--- src/rtl/draw_layer_scheduler_if.sv ---
// Bundles the layer-side and VGA-side signals of the draw layer scheduler.
// Latency: n/a (wiring only).
// Backpressure: none; drawers are paced by layer_en/layer_done levels.
// Ports (master = scheduler side):
//   in : go, layer_mask, transp_mask, layer_done, layer_x/y/color, layer_we
//   out: layer_en, X_out, Y_out, Color_out, writeEn, busy, frame_done,
//        timeout_err, cur_layer
interface draw_layer_scheduler_if #(
  parameter int NUM_LAYERS = 6
);
  logic                     go;
  logic [NUM_LAYERS-1:0]    layer_mask;
  logic [NUM_LAYERS-1:0]    transp_mask;
  logic [NUM_LAYERS-1:0]    layer_done;
  logic [9*NUM_LAYERS-1:0]  layer_x;
  logic [8*NUM_LAYERS-1:0]  layer_y;
  logic [12*NUM_LAYERS-1:0] layer_color;
  logic [NUM_LAYERS-1:0]    layer_we;
  logic [NUM_LAYERS-1:0]    layer_en;
  logic [8:0]               X_out;
  logic [7:0]               Y_out;
  logic [11:0]              Color_out;
  logic                     writeEn;
  logic                     busy;
  logic                     frame_done;
  logic                     timeout_err;
  logic [2:0]               cur_layer;

  modport master (
    input  go, layer_mask, transp_mask, layer_done,
           layer_x, layer_y, layer_color, layer_we,
    output layer_en, X_out, Y_out, Color_out, writeEn,
           busy, frame_done, timeout_err, cur_layer
  );

  modport slave (
    output go, layer_mask, transp_mask, layer_done,
           layer_x, layer_y, layer_color, layer_we,
    input  layer_en, X_out, Y_out, Color_out, writeEn,
           busy, frame_done, timeout_err, cur_layer
  );
endinterface

--- src/rtl/draw_layer_scheduler.sv ---
// Frame sequencer: runs each unmasked layer in index order and muxes its pixels to VGA.
// Latency: pixel path 1 cycle; empty frame ends NUM_LAYERS+2 cycles after go.
// Backpressure: none; a layer runs until its done or the TIMEOUT bound, go ignored while busy.
// Ports: clk, resetn (async active-low), bus (draw_layer_scheduler_if.master).
module draw_layer_scheduler #(
  parameter int NUM_LAYERS = 6,
  parameter int TIMEOUT    = 100000,
  parameter int TO_W       = 17
) (
  input logic                   clk,
  input logic                   resetn,
  draw_layer_scheduler_if.master bus
);
  typedef enum logic [2:0] {S_IDLE, S_SCAN, S_RUN, S_GAP, S_DONE} state_t;

  state_t                state;
  logic [3:0]            idx;   // one wider than needed so it can reach NUM_LAYERS
  logic [NUM_LAYERS-1:0] mask_q;
  logic [NUM_LAYERS-1:0] transp_q;
  logic [TO_W-1:0]       cnt;

  logic [8:0]  x_q;
  logic [7:0]  y_q;
  logic [11:0] color_q;
  logic        we_q;
  logic        busy_q;
  logic        frame_done_q;
  logic        timeout_err_q;

  // Active-layer selection; idx==NUM_LAYERS selects nothing.
  logic [8:0]  sel_x;
  logic [7:0]  sel_y;
  logic [11:0] sel_color;
  logic        sel_we, sel_done, sel_transp, sel_mask;

  always_comb begin
    sel_x      = '0;
    sel_y      = '0;
    sel_color  = '0;
    sel_we     = 1'b0;
    sel_done   = 1'b0;
    sel_transp = 1'b0;
    sel_mask   = 1'b0;
    for (int i = 0; i < NUM_LAYERS; i++) begin
      if (idx == 4'(i)) begin
        sel_x      = bus.layer_x[9*i +: 9];
        sel_y      = bus.layer_y[8*i +: 8];
        sel_color  = bus.layer_color[12*i +: 12];
        sel_we     = bus.layer_we[i];
        sel_done   = bus.layer_done[i];
        sel_transp = transp_q[i];
        sel_mask   = mask_q[i];
      end
    end
  end

  always_comb begin
    bus.layer_en = '0;
    for (int i = 0; i < NUM_LAYERS; i++) begin
      bus.layer_en[i] = (state == S_RUN) && (idx == 4'(i));
    end
  end

  always_ff @(posedge clk or negedge resetn) begin
    if (!resetn) begin
      state         <= S_IDLE;
      idx           <= '0;
      mask_q        <= '0;
      transp_q      <= '0;
      cnt           <= '0;
      x_q           <= '0;
      y_q           <= '0;
      color_q       <= '0;
      we_q          <= 1'b0;
      busy_q        <= 1'b0;
      frame_done_q  <= 1'b0;
      timeout_err_q <= 1'b0;
    end else begin
      frame_done_q <= 1'b0;
      we_q         <= 1'b0;

      // Pixel forwarding, including the cycle in which done is sampled.
      // Transparency looks at the incoming color, not the registered one.
      if (state == S_RUN) begin
        x_q     <= sel_x;
        y_q     <= sel_y;
        color_q <= sel_color;
        we_q    <= sel_we & ~(sel_transp & (sel_color == 12'h000));
      end

      case (state)
        S_IDLE: begin
          if (bus.go) begin
            mask_q        <= bus.layer_mask;
            transp_q      <= bus.transp_mask;
            idx           <= '0;
            timeout_err_q <= 1'b0;
            busy_q        <= 1'b1;
            state         <= S_SCAN;
          end
        end
        S_SCAN: begin
          if (idx == 4'(NUM_LAYERS)) begin
            frame_done_q <= 1'b1;
            state        <= S_DONE;
          end else if (sel_mask) begin
            cnt   <= '0;
            state <= S_RUN;
          end else begin
            idx <= idx + 4'd1;
          end
        end
        S_RUN: begin
          if (sel_done || cnt == TO_W'(TIMEOUT - 1)) begin
            if (!sel_done) timeout_err_q <= 1'b1;
            idx   <= idx + 4'd1;
            state <= S_GAP;
          end else begin
            // Leaving at TIMEOUT-1 means the counter saturates there.
            cnt <= cnt + TO_W'(1);
          end
        end
        S_GAP: begin
          state <= S_SCAN;
        end
        S_DONE: begin
          busy_q <= 1'b0;
          state  <= S_IDLE;
        end
        default: state <= S_IDLE;
      endcase
    end
  end

  assign bus.X_out       = x_q;
  assign bus.Y_out       = y_q;
  assign bus.Color_out   = color_q;
  assign bus.writeEn     = we_q;
  assign bus.busy        = busy_q;
  assign bus.frame_done  = frame_done_q;
  assign bus.timeout_err = timeout_err_q;
  assign bus.cur_layer   = idx[2:0];
endmodule

--- src/flat_wrapper.sv ---
// flat-port wrapper written by rule: the top's interface ports become plain ports
module draw_layer_scheduler_flat 
#(
  parameter int NUM_LAYERS = 6,
  parameter int TIMEOUT    = 100000,
  parameter int TO_W       = 17
)
  (clk, resetn, bus_go, bus_layer_mask, bus_transp_mask, bus_layer_done, bus_layer_x, bus_layer_y, bus_layer_color, bus_layer_we, bus_layer_en, bus_X_out, bus_Y_out, bus_Color_out, bus_writeEn, bus_busy, bus_frame_done, bus_timeout_err, bus_cur_layer);
  draw_layer_scheduler_if #(.NUM_LAYERS(NUM_LAYERS)) bus_i ();
  input logic clk;
  input logic resetn;
  input wire logic [$bits(bus_i.go)-1:0] bus_go;
  input wire logic [$bits(bus_i.layer_mask)-1:0] bus_layer_mask;
  input wire logic [$bits(bus_i.transp_mask)-1:0] bus_transp_mask;
  input wire logic [$bits(bus_i.layer_done)-1:0] bus_layer_done;
  input wire logic [$bits(bus_i.layer_x)-1:0] bus_layer_x;
  input wire logic [$bits(bus_i.layer_y)-1:0] bus_layer_y;
  input wire logic [$bits(bus_i.layer_color)-1:0] bus_layer_color;
  input wire logic [$bits(bus_i.layer_we)-1:0] bus_layer_we;
  output wire logic [$bits(bus_i.layer_en)-1:0] bus_layer_en;
  output wire logic [$bits(bus_i.X_out)-1:0] bus_X_out;
  output wire logic [$bits(bus_i.Y_out)-1:0] bus_Y_out;
  output wire logic [$bits(bus_i.Color_out)-1:0] bus_Color_out;
  output wire logic [$bits(bus_i.writeEn)-1:0] bus_writeEn;
  output wire logic [$bits(bus_i.busy)-1:0] bus_busy;
  output wire logic [$bits(bus_i.frame_done)-1:0] bus_frame_done;
  output wire logic [$bits(bus_i.timeout_err)-1:0] bus_timeout_err;
  output wire logic [$bits(bus_i.cur_layer)-1:0] bus_cur_layer;
  assign bus_i.go = bus_go;
  assign bus_i.layer_mask = bus_layer_mask;
  assign bus_i.transp_mask = bus_transp_mask;
  assign bus_i.layer_done = bus_layer_done;
  assign bus_i.layer_x = bus_layer_x;
  assign bus_i.layer_y = bus_layer_y;
  assign bus_i.layer_color = bus_layer_color;
  assign bus_i.layer_we = bus_layer_we;
  assign bus_layer_en = bus_i.layer_en;
  assign bus_X_out = bus_i.X_out;
  assign bus_Y_out = bus_i.Y_out;
  assign bus_Color_out = bus_i.Color_out;
  assign bus_writeEn = bus_i.writeEn;
  assign bus_busy = bus_i.busy;
  assign bus_frame_done = bus_i.frame_done;
  assign bus_timeout_err = bus_i.timeout_err;
  assign bus_cur_layer = bus_i.cur_layer;
  draw_layer_scheduler #(.NUM_LAYERS(NUM_LAYERS), .TIMEOUT(TIMEOUT), .TO_W(TO_W)) u_core (.clk(clk), .resetn(resetn), .bus(bus_i));
endmodule
--- config.mk ---
export PLATFORM = sky130hd
export DESIGN_NAME = draw_layer_scheduler_flat
export DESIGN_NICKNAME = d
export VERILOG_FILES = /design/src/rtl/draw_layer_scheduler_if.sv /design/src/rtl/draw_layer_scheduler.sv /design/src/flat_wrapper.sv
export SDC_FILE = /design/constraint.sdc
export NUM_CORES = 1
export LEC_CHECK = 0
export CAP_MARGIN = 20
export CORE_ASPECT_RATIO = 2
export CORE_MARGIN = 2
export CORE_UTILIZATION = 43
export CTS_CLUSTER_DIAMETER = 80
export DETAILED_ROUTE_END_ITERATION = 12
export PLACE_DENSITY = 0.87
export SYNTH_ARGS = -nofsm -noshare
export SYNTH_HDL_FRONTEND = slang
export SYNTH_SLANG_ARGS = --single-unit
--- constraint.sdc ---
create_clock -name clk -period 4.8 [get_ports clk]
set_clock_uncertainty 0.2 [all_clocks]
set_input_delay 1.2 -clock clk [delete_from_list [all_inputs] [get_ports clk]]
set_output_delay 1.2 -clock clk [all_outputs]
set_load 0.005 [all_outputs]
# Word level (Yosys, flattened, before mapping)
# Cells that the tools add are included.
[word_totals]
ff_bits = 69
ram_bits = 0
out_inout_bits = 42
latch_bits = 0
inputBits = 201
elab_cells = 121
romBits = 0
mem_count = 0
[classes]
shifts = 0
multipliers = 0
bitwise_logic = 3
n_addsub = 2
n_div = 0
reduce_logical = 20
n_eq_ne = 19
magnitude_cmp = 0
n_mux = 65
[op_table]
columns = ["operator", "n"]
rows = [
  ["two-way mux 12 bit", 6],
  ["two-way mux 9 bit", 6],
  ["two-way mux 17 bit", 3],
  ["two-way mux 8 bit", 6],
  ["one-hot mux 17 bit (2 select lines)", 1],
  ["two-way mux 1 bit", 31],
  ["adder 17 x 1 -> 17 bit, second input constant", 1],
  ["== test 17 bit, second input constant", 1],
  ["two-way mux 4 bit", 4],
  ["== test 4 x 3 -> 1 bit, second input constant", 3],
  ["logical NOT 12 bit", 1],
  ["two-way mux 3 bit", 4],
  ["inequality test 2 bit, second input constant", 6],
  ["one-hot mux 3 bit (4 select lines)", 1],
  ["one-hot mux 4 bit (3 select lines)", 1],
  ["== test 4 x 2 -> 1 bit, second input constant", 2],
  ["AND reduction 4 bit", 2],
  ["== test 3 x 2 -> 1 bit, second input constant", 2],
  ["logical AND 1 bit", 6],
  ["nonzero test 2 bit", 3],
  ["AND reduction 5 bit", 1],
  ["adder 4 x 1 -> 4 bit, second input constant", 1],
  ["== test 4 x 1 -> 1 bit, second input constant", 1],
  ["logical NOT 4 bit", 1],
  ["other kinds (12)", 15],
]

# Depth between registers and ports, before layout
[logic_depth]
ltp_word = 12
ltp_mapped = 12
depth_no_buf = 9

# Worst setup path before layout
# No wires, ideal clock.
[synth_timing]
kind = "reg2out"
from = "register u_core.idx[1]"
to = "output port bus_layer_en[5]"
setup_slack_ns = 1.799
t_required_ns = 3.400
path_stages_with_launch = 8
n_path_buf = 3
t_arrival_ns = 1.601
cell_sequence = "dfrtp_1 inv_1 ha_1 buf_2 buf_1 nand2_1 clkbuf_1 nor2_1"
[synth_via]
elab_chain_len = 2
[synth_lines]
columns = ["element", "line_no", "rtl"]
rows = [
  ["from (decl)", "draw_layer_scheduler.sv:17", "logic [3:0] idx;"],
  ["from (signal assigned)", "draw_layer_scheduler.sv:110", "idx <= idx + 4'd1;"],
  ["from (signal assigned)", "draw_layer_scheduler.sv:116", "idx <= idx + 4'd1;"],
  ["== test 4 x 3 -> 1 bit", "draw_layer_scheduler.sv:60", "bus.layer_en[i] = (state == S_RUN) && (idx == 4'(i));"],
  ["logical AND 1 bit", "draw_layer_scheduler.sv:60", ""],
  ["to (decl)", "flat_wrapper.sv:20", "output wire logic [$bits(bus_i.layer_en)-1:0] bus_layer_en;"],
]
# No other way between the ends.

# Worst setup path in the final report
[layout_timing]
from = "register u_core.idx[0]"
to = "output port bus_layer_en[0]"
[layout_via]
elab_chain_len = 2
[layout_lines]
columns = ["element", "line_no"]
rows = [
  ["logical NOT 4 bit", "draw_layer_scheduler.sv:60"],
  ["logical AND 1 bit", "draw_layer_scheduler.sv:60"],
]
# No other way between the ends.

==> flow_summary_export.csv <==
group,metric,value,unit
yosys,yosysTopAreaCellShare,0.3773,
detailed_routing,vias_per_cell,6.153,
yosys,synthCells,551,
global_route,grt_usage,0.3308,
placement,dpl.hpwl,14.94,mm
critical_path,ff2ff_setup_slack,1.11,ns
layout,n_fill_cell,829,
global_route,met3_usage,0.08142,
pwr,power_density,548.8,nW/um2
yosys,avgSynthCellArea,8.307,um2
timing,final.min_clock_period,4.000,ns
yosys,synth.distinct_cells,53,
clocking,clock-sinks,69,
layout,fin_nets,972,
yosys,synth_mux_area_frac,0.02925,
clocking,ctsResizeCount,0,
critical_path,cp_max_fo,21,
timing,fmax,250.0,MHz
timing,final_max_slew_viol_count,0,
min_path,hold_end,"u_core.bus.X_out[5]$_DFFE_PN0P_",
die,row_count,53,
yosys,syn-num-nets,757,
placement,port_buffers,242,
yosys,synth-seq-area-share,0.3773,
layout,area_growth,61.43,%
global_route,grt_max_degree,55,
layout,final_layout_size_suffix_gt1_frac,0.07004,
die,fp.coreArea,10410,um2
min_path,hp-start,"u_core.bus.X_out[5]$_DFFE_PN0P_",
clocking,cts_buffers,9,
detailed_routing,drt-pass1-iter-count,5,
min_path,hold_class,"reg2reg",
die,start_util,0.4396,
clocking,htreeDepth,3,
critical_path,reg2reg_to,"u_core.cnt[15]$_DFFE_PN0P_",
critical_path,rr_startpoint,"u_core.idx[0]$_DFFE_PN0P_",
min_path,hold_depth,2,
die,fp.dieW,76.95,um
pwr,p_leak,2.857,nW
timing,setup_viol,0,
clocking,cts_root_buffer,"clkbuf_16",
yosys,synth_xor_area_frac,0,
critical_path,crit_required,3.40,ns
timing,rsz0062_at_grt,"no",
clocking,cts_setup_buffers,0,
yosys,yosys.area_share.adder,0.01367,
critical_path,endpoint_kind,"output pin",
critical_path,crit_type,"reg2out",
die,die_h,149.9,um
yosys,synth_edf_count,0,
yosys,synth_top_family_by_area,"compound AO/OA/AOI/OAI gates",
detailed_routing,drt_iter0_drc,600,
yosys,synth_area_leaders,"dfrtp_1 (38%), o21ai_0 (11%), nand2_1 (5.6%)",
timing,tns,0,ns
yosys,ys.warnings.count,0,
detailed_routing,vias,5593,
clocking,cts_hold_buf,0,
timing,tightest_slew,0.9968,ns
detailed_routing,ant_nets,0,
global_route,grt_busiest_layer,"met2",
global_route,grt_overflow,0,
global_route,antenna_found_initial,1,
die,ios,243,
detailed_routing,drc,0,
critical_path,rr_worst_depth,8,
global_route,grt_pass1_vias,5477,
critical_path,cp.arrival,2.60,ns
clocking,clock_latency,0.34,ns
yosys,synthesis.area,4577,um2
yosys,async_flop_share,1.000,
yosys,synth_top_flop_cell,"dfrtp_1",
yosys,synth-simple-area-share,0.1659,
global_route,grt_pass1_wl,29.45,mm
status,status,"finished clean",
global_route,grt_util_met1,0.3940,
placement,place_congestion,0.9851,
timing,relSlewSlack,0.3355,
clocking,clk_path_buf_depth,2,
critical_path,cp-start-kind,"flop",
yosys,synth_top_cell_by_area,"dfrtp_1",
detailed_routing,wl_per_cell,21.42,um
timing,fin_crit_sh,0.8333,
yosys,ys_seq_elements,69,
yosys,synth-compound-area-share,0.3554,
timing,worst_hold_slack,0.2792,ns
pwr,irDropWorstVdd,0.3475,mV
clocking,cts_tree,"built",
die,dieArea,11530,um2
timing,finalHoldViolations,0,
flow_run,max_cap_viol_count,0,
global_route,grt_use_met2,0.5553,
detailed_routing,drt_wl_total,19.47,mm
clocking,clkTransAtPathRegs,0.06,ns
cell usage after synthesis (all sizes together) (2+ instances only):
| library cell | n |
|---|---|
| a221o | 18 |
| nand2b | 9 |
| nor2 | 22 |
| nor3 | 11 |
| a22oi | 5 |
| dfrtp | 69 |
| and3 | 4 |
| nor4bb | 2 |
| inv | 10 |
| o22ai | 12 |
| ha | 5 |
| nand3 | 8 |
| nand4 | 4 |
| a22o | 2 |
| and2 | 2 |
| mux2 | 11 |
| a221oi | 15 |
| o211ai | 19 |
| nand3b | 2 |
| o21a | 2 |
| nor2b | 4 |
| a32oi | 18 |
| clkbuf | 37 |
| buf | 14 |
| o21ai | 101 |
| or3 | 10 |
| nor4 | 2 |
| a21oi | 35 |
| and4 | 5 |
| or2 | 2 |
| a31oi | 6 |
| a21boi | 4 |
| o31ai | 2 |
| nand2 | 68 |
layer usage:
metal  vias up  routed length (um)  share of wire
met1      2655                7125           0.37
met3        48                1706          0.088
met4         0                 756          0.039
li1       2528                   -              -
met2       362                9879           0.51
met5         -                   0              0
cell usage in the layout (no fill, tap or decap), types with 6 or more instances in the layout:
| cell type | Yosys | final |
|---|---|---|
| nand3_1 | 8 | 8 |
| a21oi_1 | 33 | 33 |
| nand2b_1 | 9 | 9 |
| a221oi_1 | 13 | 13 |
| clkbuf_16 | 0 | 9 |
| o21ai_0 | 100 | 100 |
| dfrtp_1 | 69 | 69 |
| o211ai_1 | 19 | 19 |
| a221o_1 | 18 | 18 |
| clkdlybuf4s50_1 | 0 | 241 |
| inv_1 | 10 | 10 |
| mux2_2 | 11 | 11 |
| nor2_1 | 22 | 22 |
| or3_1 | 10 | 10 |
| o22ai_1 | 11 | 11 |
| nor3_1 | 11 | 11 |
| a32oi_1 | 18 | 18 |
| nand2_1 | 68 | 67 |
| buf_4 | 3 | 11 |
| a31oi_1 | 6 | 6 |
power breakdown:
part           internal [W]  switching (W)  leakage [nW]
clock network      0.000446       0.000259         0.155
registers          0.000778       0.000151         0.885
logic               0.00103        0.00139          1.82
logic make-up after synthesis:
family,count (synthesis)
AOI/OAI and AO/OA,247
muxes,12
adders and majority gates,5
and+or+nand+nor,157
DFF,69
buffers and inverters,61
layout make-up:
cell class                      instances  area [um2]  area share
Multi-Input combinational cell        421        2597      0.3516
Timing Repair Buffer                  255        2531      0.3426
Sequential cell                        69        1727      0.2337
Clock buffer                           12       266.5     0.03607
Tap cell                              137       171.4     0.02320
Clock inverter                          4       55.05    0.007451
Inverter                               10       37.54    0.005080
Antenna cell                            1       2.502   0.0003387
critical path, cell delays in order (launching register included):
cell and delay, ns:
dfrtp_1 0.43, inv_1 0.15, ha_1 0.74, buf_4 0.28, and3_1 0.16, clkdlybuf4s50_1 0.50
metrics by stage:
stage / utilization / area, um2 / std cells / setup WS [ns] / power [W]
after floorplan: - / 4577 / 551 / 1.799 / 0.002350
after global placement: 0.6755 / 7033 / 890 / 1.172 / 0.003240
after detailed placement: 0.6766 / 7044 / 891 / 1.051 / 0.003304
after CTS: 0.7075 / 7366 / 907 / 0.8268 / 0.004012
after global routing: 0.7097 / 7388 / 909 / 0.6705 / 0.004291
final: 0.7097 / 7388 / 909 / 0.8003 / 0.004055
state kept, by name, indices dropped and copies added, names as in the netlist, 3 cells and up:
signal and flops:
u_core.cnt 17, u_core.bus.Color_out 12, u_core.bus.X_out 9, u_core.bus.Y_out 8, u_core.mask_q 6, u_core.transp_q 6, u_core.idx 4, u_core.state 3
worst max-delay path by stage:
| stage | start | slack [ns] | end |
|---|---|---|---|
| global route | u_core.idx[0]$_DFFE_PN0P_ | 0.67 | bus_layer_en[0] |
| floorplan | u_core.idx[1]$_DFFE_PN0P_ | 1.80 | bus_layer_en[5] |
| detailed placement | bus_layer_done[2] | 1.05 | u_core.cnt[15]$_DFFE_PN0P_ |
| global placement | bus_layer_done[1] | 1.17 | u_core.cnt[12]$_DFFE_PN0P_ |
| CTS | u_core.idx[0]$_DFFE_PN0P_ | 0.83 | bus_layer_en[0] |
| finish | u_core.idx[0]$_DFFE_PN0P_ | 0.80 | bus_layer_en[0] |
No activity file was read; power rests on OpenSTA's default activity.
